===== config.mk =====
export PLATFORM = sky130hd
export DESIGN_NAME = uart_io_bridge
export DESIGN_NICKNAME = d
export VERILOG_FILES = /design/src/rtl/uart_io_bridge_pkg.sv /design/src/rtl/uart_io_bridge_timeout.sv /design/src/rtl/uart_io_bridge.sv
export SDC_FILE = /design/constraint.sdc
export NUM_CORES = 1
export LEC_CHECK = 0
export CORE_MARGIN = 2
export CORE_UTILIZATION = 55
export CTS_BUF_LIST = sky130_fd_sc_hd__clkbuf_4
export CTS_CLUSTER_SIZE = 24
export DETAILED_ROUTE_END_ITERATION = 8
export PLACE_DENSITY = 0.83
export SETUP_SLACK_MARGIN = 0.4
export SLEW_MARGIN = 20
export SYNTH_ARGS = -nofsm -noshare
export SYNTH_HDL_FRONTEND = slang
export SYNTH_SLANG_ARGS = --single-unit

===== constraint.sdc =====
create_clock -name clk -period 3.6 [get_ports clk]
set_input_delay 0.72 -clock clk [delete_from_list [all_inputs] [get_ports clk]]
set_output_delay 0.72 -clock clk [all_outputs]
set_load 0.02 [all_outputs]

===== src/rtl/uart_io_bridge_pkg.sv =====
`default_nettype none
// +-----------------------------------------------------------------------+
// | Module   : uart_io_bridge_pkg                                         |
// | Purpose  : Shared types and constants for the UART-to-I/O-bus bridge. |
// |            Frame state enumeration, command bytes, and a helper that  |
// |            identifies the byte-collecting states that can time out.   |
// | Revision : 1.0  initial release                                       |
// +-----------------------------------------------------------------------+
package uart_io_bridge_pkg;

  typedef enum logic [3:0] {
    ST_IDLE    = 4'd0,
    ST_ADDR_HI = 4'd1,
    ST_ADDR_LO = 4'd2,
    ST_DATA_HI = 4'd3,
    ST_DATA_LO = 4'd4,
    ST_EXEC_WR = 4'd5,
    ST_EXEC_RD = 4'd6,
    ST_TX_ACK  = 4'd7,
    ST_TX_NAK  = 4'd8,
    ST_TX_HI   = 4'd9,
    ST_TX_LO   = 4'd10
  } state_t;

  localparam logic [7:0] CMD_WR = 8'h57;  // 'W'
  localparam logic [7:0] CMD_RD = 8'h52;  // 'R'

  // States that wait for a further byte of an open frame; only these are
  // subject to the inter-byte timeout.
  function automatic logic in_frame(input state_t s);
    return (s == ST_ADDR_HI) || (s == ST_ADDR_LO) ||
           (s == ST_DATA_HI) || (s == ST_DATA_LO);
  endfunction

endpackage
`default_nettype wire


===== src/rtl/uart_io_bridge_timeout.sv =====
`default_nettype none
// +-----------------------------------------------------------------------+
// | Module   : uart_io_bridge_timeout                                     |
// | Purpose  : Saturating idle counter for the bridge's inter-byte        |
// |            timeout.                                                   |
// | Ports    : clk, reset  - clock, synchronous active-high reset         |
// |            clear       - restart counting (a byte was accepted)       |
// |            enable      - count while a frame is collecting bytes      |
// |            expired     - high in the cycle the idle limit is reached  |
// | Revision : 1.0  initial release                                       |
// +-----------------------------------------------------------------------+
module uart_io_bridge_timeout #(
  parameter int TIMEOUT = 12000
) (
  input  logic clk,
  input  logic reset,
  input  logic clear,
  input  logic enable,
  output logic expired
);

  localparam int             CW   = $clog2(TIMEOUT);
  localparam logic [CW-1:0]  LAST = CW'(TIMEOUT - 1);
  // The cycle holding TIMEOUT-2 is the one whose edge brings the counter to
  // TIMEOUT-1, so the abandonment lands TIMEOUT-1 clocks after the last byte.
  localparam logic [CW-1:0]  FIRE = CW'(TIMEOUT - 2);

  logic [CW-1:0] count;

  always_ff @(posedge clk) begin
    if (reset || clear || !enable) begin
      count <= '0;
    end else if (count != LAST) begin
      count <= count + 1'b1;
    end
  end

  assign expired = enable && !clear && (count == FIRE);

endmodule
`default_nettype wire


===== src/rtl/uart_io_bridge.sv =====
`default_nettype none
// +-----------------------------------------------------------------------+
// | Module   : uart_io_bridge                                             |
// | Purpose  : Serial-side master for the J1 I/O bus. Decodes framed      |
// |            'W' AH AL DH DL (write, answered with ACK_BYTE) and        |
// |            'R' AH AL (read, answered with DH DL) commands from a UART |
// |            receiver; any other leading byte is answered NAK_BYTE.     |
// | Ports    : clk, reset          - clock, synchronous active-high reset |
// |            rx_valid/rx_data/rx_rd - receiver byte handshake           |
// |            tx_busy/tx_wr/tx_data  - transmitter byte handshake        |
// |            io_rd/io_wr/io_addr/io_dout/io_din - I/O bus master side   |
// |            active      - a frame is in progress                       |
// |            timeout_err - pulse when a stalled frame is abandoned      |
// | Revision : 1.0  initial release                                       |
// +-----------------------------------------------------------------------+
module uart_io_bridge
  import uart_io_bridge_pkg::*;
#(
  parameter int         TIMEOUT  = 12000,
  parameter logic [7:0] ACK_BYTE = 8'h4B,
  parameter logic [7:0] NAK_BYTE = 8'h3F
) (
  input  logic        clk,
  input  logic        reset,
  input  logic        rx_valid,
  input  logic [7:0]  rx_data,
  output logic        rx_rd,
  input  logic        tx_busy,
  output logic        tx_wr,
  output logic [7:0]  tx_data,
  output logic        io_rd,
  output logic        io_wr,
  output logic [15:0] io_addr,
  output logic [15:0] io_dout,
  input  logic [15:0] io_din,
  output logic        active,
  output logic        timeout_err
);

  state_t     state, state_nxt;
  logic       rx_guard;     // receiver's valid is stale for a cycle after rx_rd
  logic       tx_guard;     // transmitter's busy is stale for a cycle after tx_wr
  logic       is_rd;        // frame opened with CMD_RD
  logic [7:0] rd_lo;        // low read byte; the high byte goes straight to tx_data
  logic       accept;
  logic       send;
  logic       tmo_expired;

  uart_io_bridge_timeout #(
    .TIMEOUT (TIMEOUT)
  ) u_timeout (
    .clk     (clk),
    .reset   (reset),
    .clear   (accept),
    .enable  (in_frame(state)),
    .expired (tmo_expired)
  );

  always_ff @(posedge clk) begin
    if (reset) state <= ST_IDLE;
    else       state <= state_nxt;
  end

  always_comb begin
    state_nxt   = state;
    accept      = 1'b0;
    send        = 1'b0;
    io_rd       = 1'b0;
    io_wr       = 1'b0;
    timeout_err = 1'b0;

    unique case (state)
      ST_IDLE: begin
        accept = rx_valid && !rx_guard;
        if (accept) begin
          state_nxt = (rx_data == CMD_WR || rx_data == CMD_RD) ? ST_ADDR_HI : ST_TX_NAK;
        end
      end
      ST_ADDR_HI: begin
        accept = rx_valid && !rx_guard;
        if (accept) state_nxt = ST_ADDR_LO;
      end
      ST_ADDR_LO: begin
        accept = rx_valid && !rx_guard;
        if (accept) state_nxt = is_rd ? ST_EXEC_RD : ST_DATA_HI;
      end
      ST_DATA_HI: begin
        accept = rx_valid && !rx_guard;
        if (accept) state_nxt = ST_DATA_LO;
      end
      ST_DATA_LO: begin
        accept = rx_valid && !rx_guard;
        if (accept) state_nxt = ST_EXEC_WR;
      end
      ST_EXEC_WR: begin
        io_wr     = 1'b1;
        state_nxt = ST_TX_ACK;
      end
      ST_EXEC_RD: begin
        io_rd     = 1'b1;
        state_nxt = ST_TX_HI;
      end
      ST_TX_HI: begin
        send = !tx_busy && !tx_guard;
        if (send) state_nxt = ST_TX_LO;
      end
      ST_TX_LO, ST_TX_ACK, ST_TX_NAK: begin
        send = !tx_busy && !tx_guard;
        if (send) state_nxt = ST_IDLE;
      end
      default: state_nxt = ST_IDLE;
    endcase

    // The timer never expires in a cycle that accepts a byte.
    if (tmo_expired) begin
      state_nxt   = ST_IDLE;
      timeout_err = 1'b1;
    end
  end

  assign rx_rd  = accept;
  assign tx_wr  = send;
  assign active = (state != ST_IDLE);

  always_ff @(posedge clk) begin
    if (reset) begin
      // rx_guard starts set so a byte left valid across reset is not taken
      // in the very first cycle out of reset.
      rx_guard <= 1'b1;
      tx_guard <= 1'b0;
      is_rd    <= 1'b0;
      rd_lo    <= 8'h00;
      io_addr  <= 16'h0000;
      io_dout  <= 16'h0000;
      tx_data  <= 8'h00;
    end else begin
      rx_guard <= rx_rd;
      tx_guard <= tx_wr;
      unique case (state)
        ST_IDLE: if (accept) begin
          is_rd <= (rx_data == CMD_RD);
          if (rx_data != CMD_WR && rx_data != CMD_RD) tx_data <= NAK_BYTE;
        end
        ST_ADDR_HI: if (accept) io_addr[15:8] <= rx_data;
        ST_ADDR_LO: if (accept) io_addr[7:0]  <= rx_data;
        ST_DATA_HI: if (accept) io_dout[15:8] <= rx_data;
        ST_DATA_LO: if (accept) io_dout[7:0]  <= rx_data;
        ST_EXEC_WR: tx_data <= ACK_BYTE;
        ST_EXEC_RD: begin
          tx_data <= io_din[15:8];
          rd_lo   <= io_din[7:0];
        end
        ST_TX_HI: if (send) tx_data <= rd_lo;
        default: ;
      endcase
    end
  end

endmodule
`default_nettype wire


### Word-level counts from Yosys, hierarchy flattened

Cells that the tools add are included.

* eq/ne operators: 26
* add/subtract/negate cells: 1
* reduce and logical (&&, ||, !) cells: 30
* multiplexer cells: 19

Operator list (number)
* 4-bit one-hot mux with 9 select lines: 1
* 4-bit 2-to-1 mux: 8
* 8-bit one-hot mux with 4 select lines: 1
* 8-bit 2-to-1 mux: 3
* 4-bit by 3-bit == test with 1-bit output (second input constant): 4
* 8-bit by 7-bit == test with 1-bit output (second input constant): 2
* 8-bit by 7-bit != test with 1-bit output (second input constant): 2
* 14-bit by 1-bit adder with 14-bit output (second input constant): 1
* 14-bit == test (second input constant): 1
* 14-bit != test (second input constant): 1
* 4-bit == test (second input constant): 3
* 2-bit by 1-bit != test with 1-bit output (second input constant): 5
* 2-bit != test (second input constant): 5
* 2-bit AND reduction: 5
* 4-bit by 2-bit == test with 1-bit output (second input constant): 2
* 4-bit nonzero test: 2
* 7-bit AND reduction: 1
* 1-bit logical OR: 6
* 1-bit logical AND: 5
* 1-bit zero test: 5
* 1-bit 2-to-1 mux: 5
* 5-bit OR reduction: 1
* 4-bit by 1-bit == test with 1-bit output (second input constant): 1
* 4-bit zero test: 1
* other kinds (5): 5

* input bits: 28
* word-level logic and storage cells: 87
* output and inout bits: 46
* register bits after elaboration: 69

### Longest topological paths before layout

* depth after elaboration: 7
* gate-level depth with buffers: 8
* gate-level depth less buffers: 6

### By module

Synthesis repeated with hierarchy kept, for this count alone.

* cell total of the unflattened synthesis: 349
* area total of the unflattened synthesis: 3204.3 um2

Modules (own cells, without submodules)
* uart_io_bridge: area each 2502.4 um2, cells an instance 270, sequential area each 1101.1 um2, times used 1
* uart_io_bridge_timeout: area each 701.9 um2, cells an instance 79, sequential area each 280.3 um2, times used 1

### Worst setup path after synthesis

No wires, ideal clock.

* path type: input-to-output
* from: input rx_valid
* to: output timeout_err
* required time: 2.880 ns
* cell stages on the path: 3
* setup slack: 1.275 ns
* path buffers: 0
* arrival: 1.605 ns
* cell sequence: nand2b_1 -> nand2b_1 -> nor4_1

* longest elaborated chain between the ends: 6

RTL lines
* from (decl): line uart_io_bridge.sv:25 `input logic rx_valid,`
* 1-bit logical AND
* 1-bit 2-to-1 mux
* 1-bit zero test: line uart_io_bridge_timeout.sv:38 `assign expired = enable && !clear && (count == FIRE);`
* 1-bit logical AND (2 in series): line uart_io_bridge_timeout.sv:38
* 1-bit 2-to-1 mux: line uart_io_bridge.sv:115 `if (tmo_expired) begin`
* to (decl): line uart_io_bridge.sv:37 `output logic timeout_err`

Every way passes these cells.

### Worst setup path after layout

* from: register state[2]
* to: output io_rd

* longest elaborated chain between the ends: 2

RTL lines
* from (decl): line uart_io_bridge.sv:40 `state_t state, state_nxt;`
* from (signal assigned): line uart_io_bridge.sv:61 `else state <= state_nxt;`
* 4-bit by 3-bit == test with 1-bit output: line uart_io_bridge.sv:72 `unique case (state)`
* 1-bit 2-to-1 mux: line uart_io_bridge.sv:72
* to (decl): line uart_io_bridge.sv:31 `output logic io_rd,`

Every way passes these cells.

==> summary.md <==
| Metric | Value |
|---|---|
| Synthesized instance count | 376 |
| Fin Setup TNS | 0 ns |
| ANT nets after route | 0 |
| GRT overflow | 0 |
| Worst setup path class | flip-flop to output pin |
| Post-synth top area share | 44.4% |
| Adder-Cell Fraction of Synth Area | 0.804% |
| Share of cells above drive strength 1 | 7.38% |
| Die area | 0.00628 sq mm |
| RSZ-0062 raised after global routing | no |
| Pwr dens | 374 mW/mm^2 |
| Boundary Pins | 74 |
| Site Rows | 27 |
| GRT Max-Usage Layer | met2 |
| Arrival @ worst endpoint | 2.28 ns |
| Synth Area in Simple Gates | 25.8% |
| Bufs and invs on worst path | 2 |
| # DRC | 0 |
| Synthesis Warnings | 0 |
| Post-detailed-route via-to-cell ratio | 5.59 |
| Clock Sinks | 69 |
| Die X | 79.2 um |
| Post-Synth XOR/XNOR Area | 3.37% |
| Gp weighted congestion | 0.907 |
| Vias in the first global route | 2627 |
| Post-CTS setup buffer count | 0 |
| Fin nets | 472 |
| Peak supply drop | 0.000345 V |
| Final setup fails | 0 |
| Initial core utilization | 56.9% |
| CTS root buf | clkbuf_4 |
| GR Util met3 | 8.98% |
| Async S/R FF share, synth | 0% |
| Met1 usage | 33.8% |
| Multiplexer share of the synthesized area | 5.14% |
| EDFF count, synth | 0 |
| Synth area leaders | dfxtp_1 (44%), nand2_1 (6.3%), a21oi_1 (5.9%) |
| Total Power | 1.50 mW |
| CTS max path bufs | 2 |
| Gr usage total | 25.5% |
| Part of the Yosys area used for sequential elements | 44.4% |
| DP HPWL | 5330 um |
| Met2 usage | 39.6% |
| Worst Max-Slew Pin Slew | 0.968 ns |
| Critical Path, Cell by Cell | and2b_1 -> nand2_1 -> inv_1 -> clkdlybuf4s50_1 |
| WL/cell | 14.8 um |
| Largest net degree at the start of global routing | 54 |
| Synthesized area per cell | 8.28 sq um |
| TritonCTS Buffers | 9 |
| Worst skew pair latency | 0.42 ns |
| H-tree Lvls | 3 |
| Fmax achieved | 333 MHz |
| Leakage power | 1.51 nW |
| Worst clock skew | 0.0128 ns |
| Mapped Nets | 406 |
| ANT cells | 0 |
| Synthesized area | 0.00311 sq mm |
| Clock-pin slew on the worst setup and hold paths | 0.11 ns |
| Max Slew Vio Count | 0 |
| Drt pass-1 iters | 4 |
| Top delay family on crit path | buffers and inverters |
| Crit start category | flip-flop |
| Final hold viol count | 0 |
| Worst Path Required | 2.88 ns |
| Fin crit share | 83.4% |
| Detailed-route via count | 2900 |
| Leading area contributor after synthesis | dfxtp_1 |
| Fillcell total | 453 |
| Worst path max stage delay | 0.61 ns |
| Final wirelength | 7690 um |
| Largest family of logic cells by synthesized area | simple AND/OR/NAND/NOR gates |
| Outcome | finished, final reports clean |
| First-pass GRT wire length | 12500 um |
| Die Y | 79.2 um |
| CTS tree | done |
| Worst relative slew slack | 35.5% |
| DRT iter0 DRCs | 193 |
| Area delta synth->final | 28.7% |
| Hold Crit Class | flip-flop to flip-flop |
| Initial antenna violation count | 0 |
| Worst setup EP type | output pin |
| Compound-Gate Fraction of Synth Area | 16.4% |
| Slowest stage cell, crit path | clkdlybuf4s50_1 |
| Main synth FF type | dfxtp_1 |
| Cell variety after synth | 50 |
| # hold bufs at CTS | 0 |
| Core area | 0.00547 sq mm |
| Count of state elements after synthesis | 69 |
| CTS resizes | 0 |
| Min Tclk post-route | 3.00 ns |
| Worst Path Max Fanout | 16 |
| Max-cap check violation count | 0 |
| I/O Buffers | 73 |
## stage by stage
step	std cells	setup WS [ns]	util, %	cell area [sq um]	hold slack (ns)
floorplan	376	1.27	-	3110	0.433
global placement	503	0.581	70.6	3870	0.442
detailed placement	503	0.512	70.6	3870	0.449
CTS	519	0.430	73.2	4000	0.465
global route	519	0.482	73.3	4010	0.482
finish	519	0.596	73.3	4010	0.462
## state kept, by name (all words and copies together) (netlist names)
signal	count
io_addr	16
io_dout	16
u_timeout.count	14
rd_lo	8
tx_data	8
state	4
is_rd	1
rx_guard	1
tx_guard	1
## cells in the final DEF (no fill, tap or decap), drive strengths merged, types with 3 or more instances in the layout
master	count
clkdlybuf4s50	71
dfxtp	69
nand2	53
nor2	41
a21oi	37
nand3	29
o21ai	17
mux2i	16
clkbuf	10
buf	7
nor2b	6
nand2b	6
xor2	6
xnor2	6
inv	6
nor3	5
or3	5
and3	4
nor4	4
o22ai	4
and2b	3
or2	3
a31oi	3
o211ai	3
o41ai	3
## path summary, 6_finish.rpt
kind / start / endpoint / slack [ns] / depth (start not counted)
min: io_addr[3]$_SDFFE_PP0P_ / io_addr[3]$_SDFFE_PP0P_ / 0.46 / 2
max: state[2]$_SDFFE_PP0P_ / io_rd / 0.60 / 4
max reg2reg: state[0]$_SDFFE_PP0P_ / tx_data[3]$_SDFFE_PP0P_ / 1.20 / 6
min reg2reg: io_addr[3]$_SDFFE_PP0P_ / io_addr[3]$_SDFFE_PP0P_ / 0.46 / 2
## metal layers
| layer | vias to the layer above | wire length, um |
|---|---|---|
| met5 | - | 0 |
| met4 | 0 | 67 |
| met3 | 7 | 536 |
| met2 | 87 | 3630 |
| met1 | 1356 | 3460 |
| li1 | 1450 | - |
## cell families (layout without fill, tap and decap cells)
group	after synthesis	count (layout)
simple gates	166	166
compound gates	82	82
flops	69	69
buf+inv	29	100
mux	16	16
xor+xnor	12	12
fa+ha+maj	2	2
## worst register-to-register path, cell delays in order, from the launching register on
cell     delay [ns]
dfxtp_1        0.36
buf_4          0.22
and2b_1        0.49
nand2_2        0.23
a32o_1         0.47
or3_1          0.43
a21oi_1        0.14
## cell type report
class,count,area [sq um],area share [%]
multi-input combinational,278,1610,40.0
sequential,69,1380,34.5
timing repair buffer,79,773,19.3
tap,72,90.1,2.25
clock buffer,10,75.1,1.87
clock inverter,6,62.6,1.56
inverter,5,18.8,0.468
## cells in the mapped netlist, drive strengths merged, types with 3 or more instances
| cell type | count |
|---|---|
| a21oi | 37 |
| a31oi | 3 |
| and2b | 3 |
| and3 | 4 |
| buf | 12 |
| clkbuf | 12 |
| dfxtp | 69 |
| inv | 5 |
| mux2i | 16 |
| nand2 | 53 |
| nand2b | 6 |
| nand3 | 29 |
| nor2 | 41 |
| nor2b | 6 |
| nor3 | 5 |
| nor4 | 4 |
| o211ai | 3 |
| o21ai | 17 |
| o22ai | 4 |
| o41ai | 3 |
| or2 | 3 |
| or3 | 5 |
| xnor2 | 6 |
| xor2 | 6 |
## power breakdown
part | switching [mW] | internal, mW | total, mW
clock network | 0.282 | 0.218 | 0.500
logic | 0.114 | 0.0923 | 0.206
registers | 0.0147 | 0.779 | 0.793
total | 0.410 | 1.09 | 1.50
(Power assumes the default switching activity.)
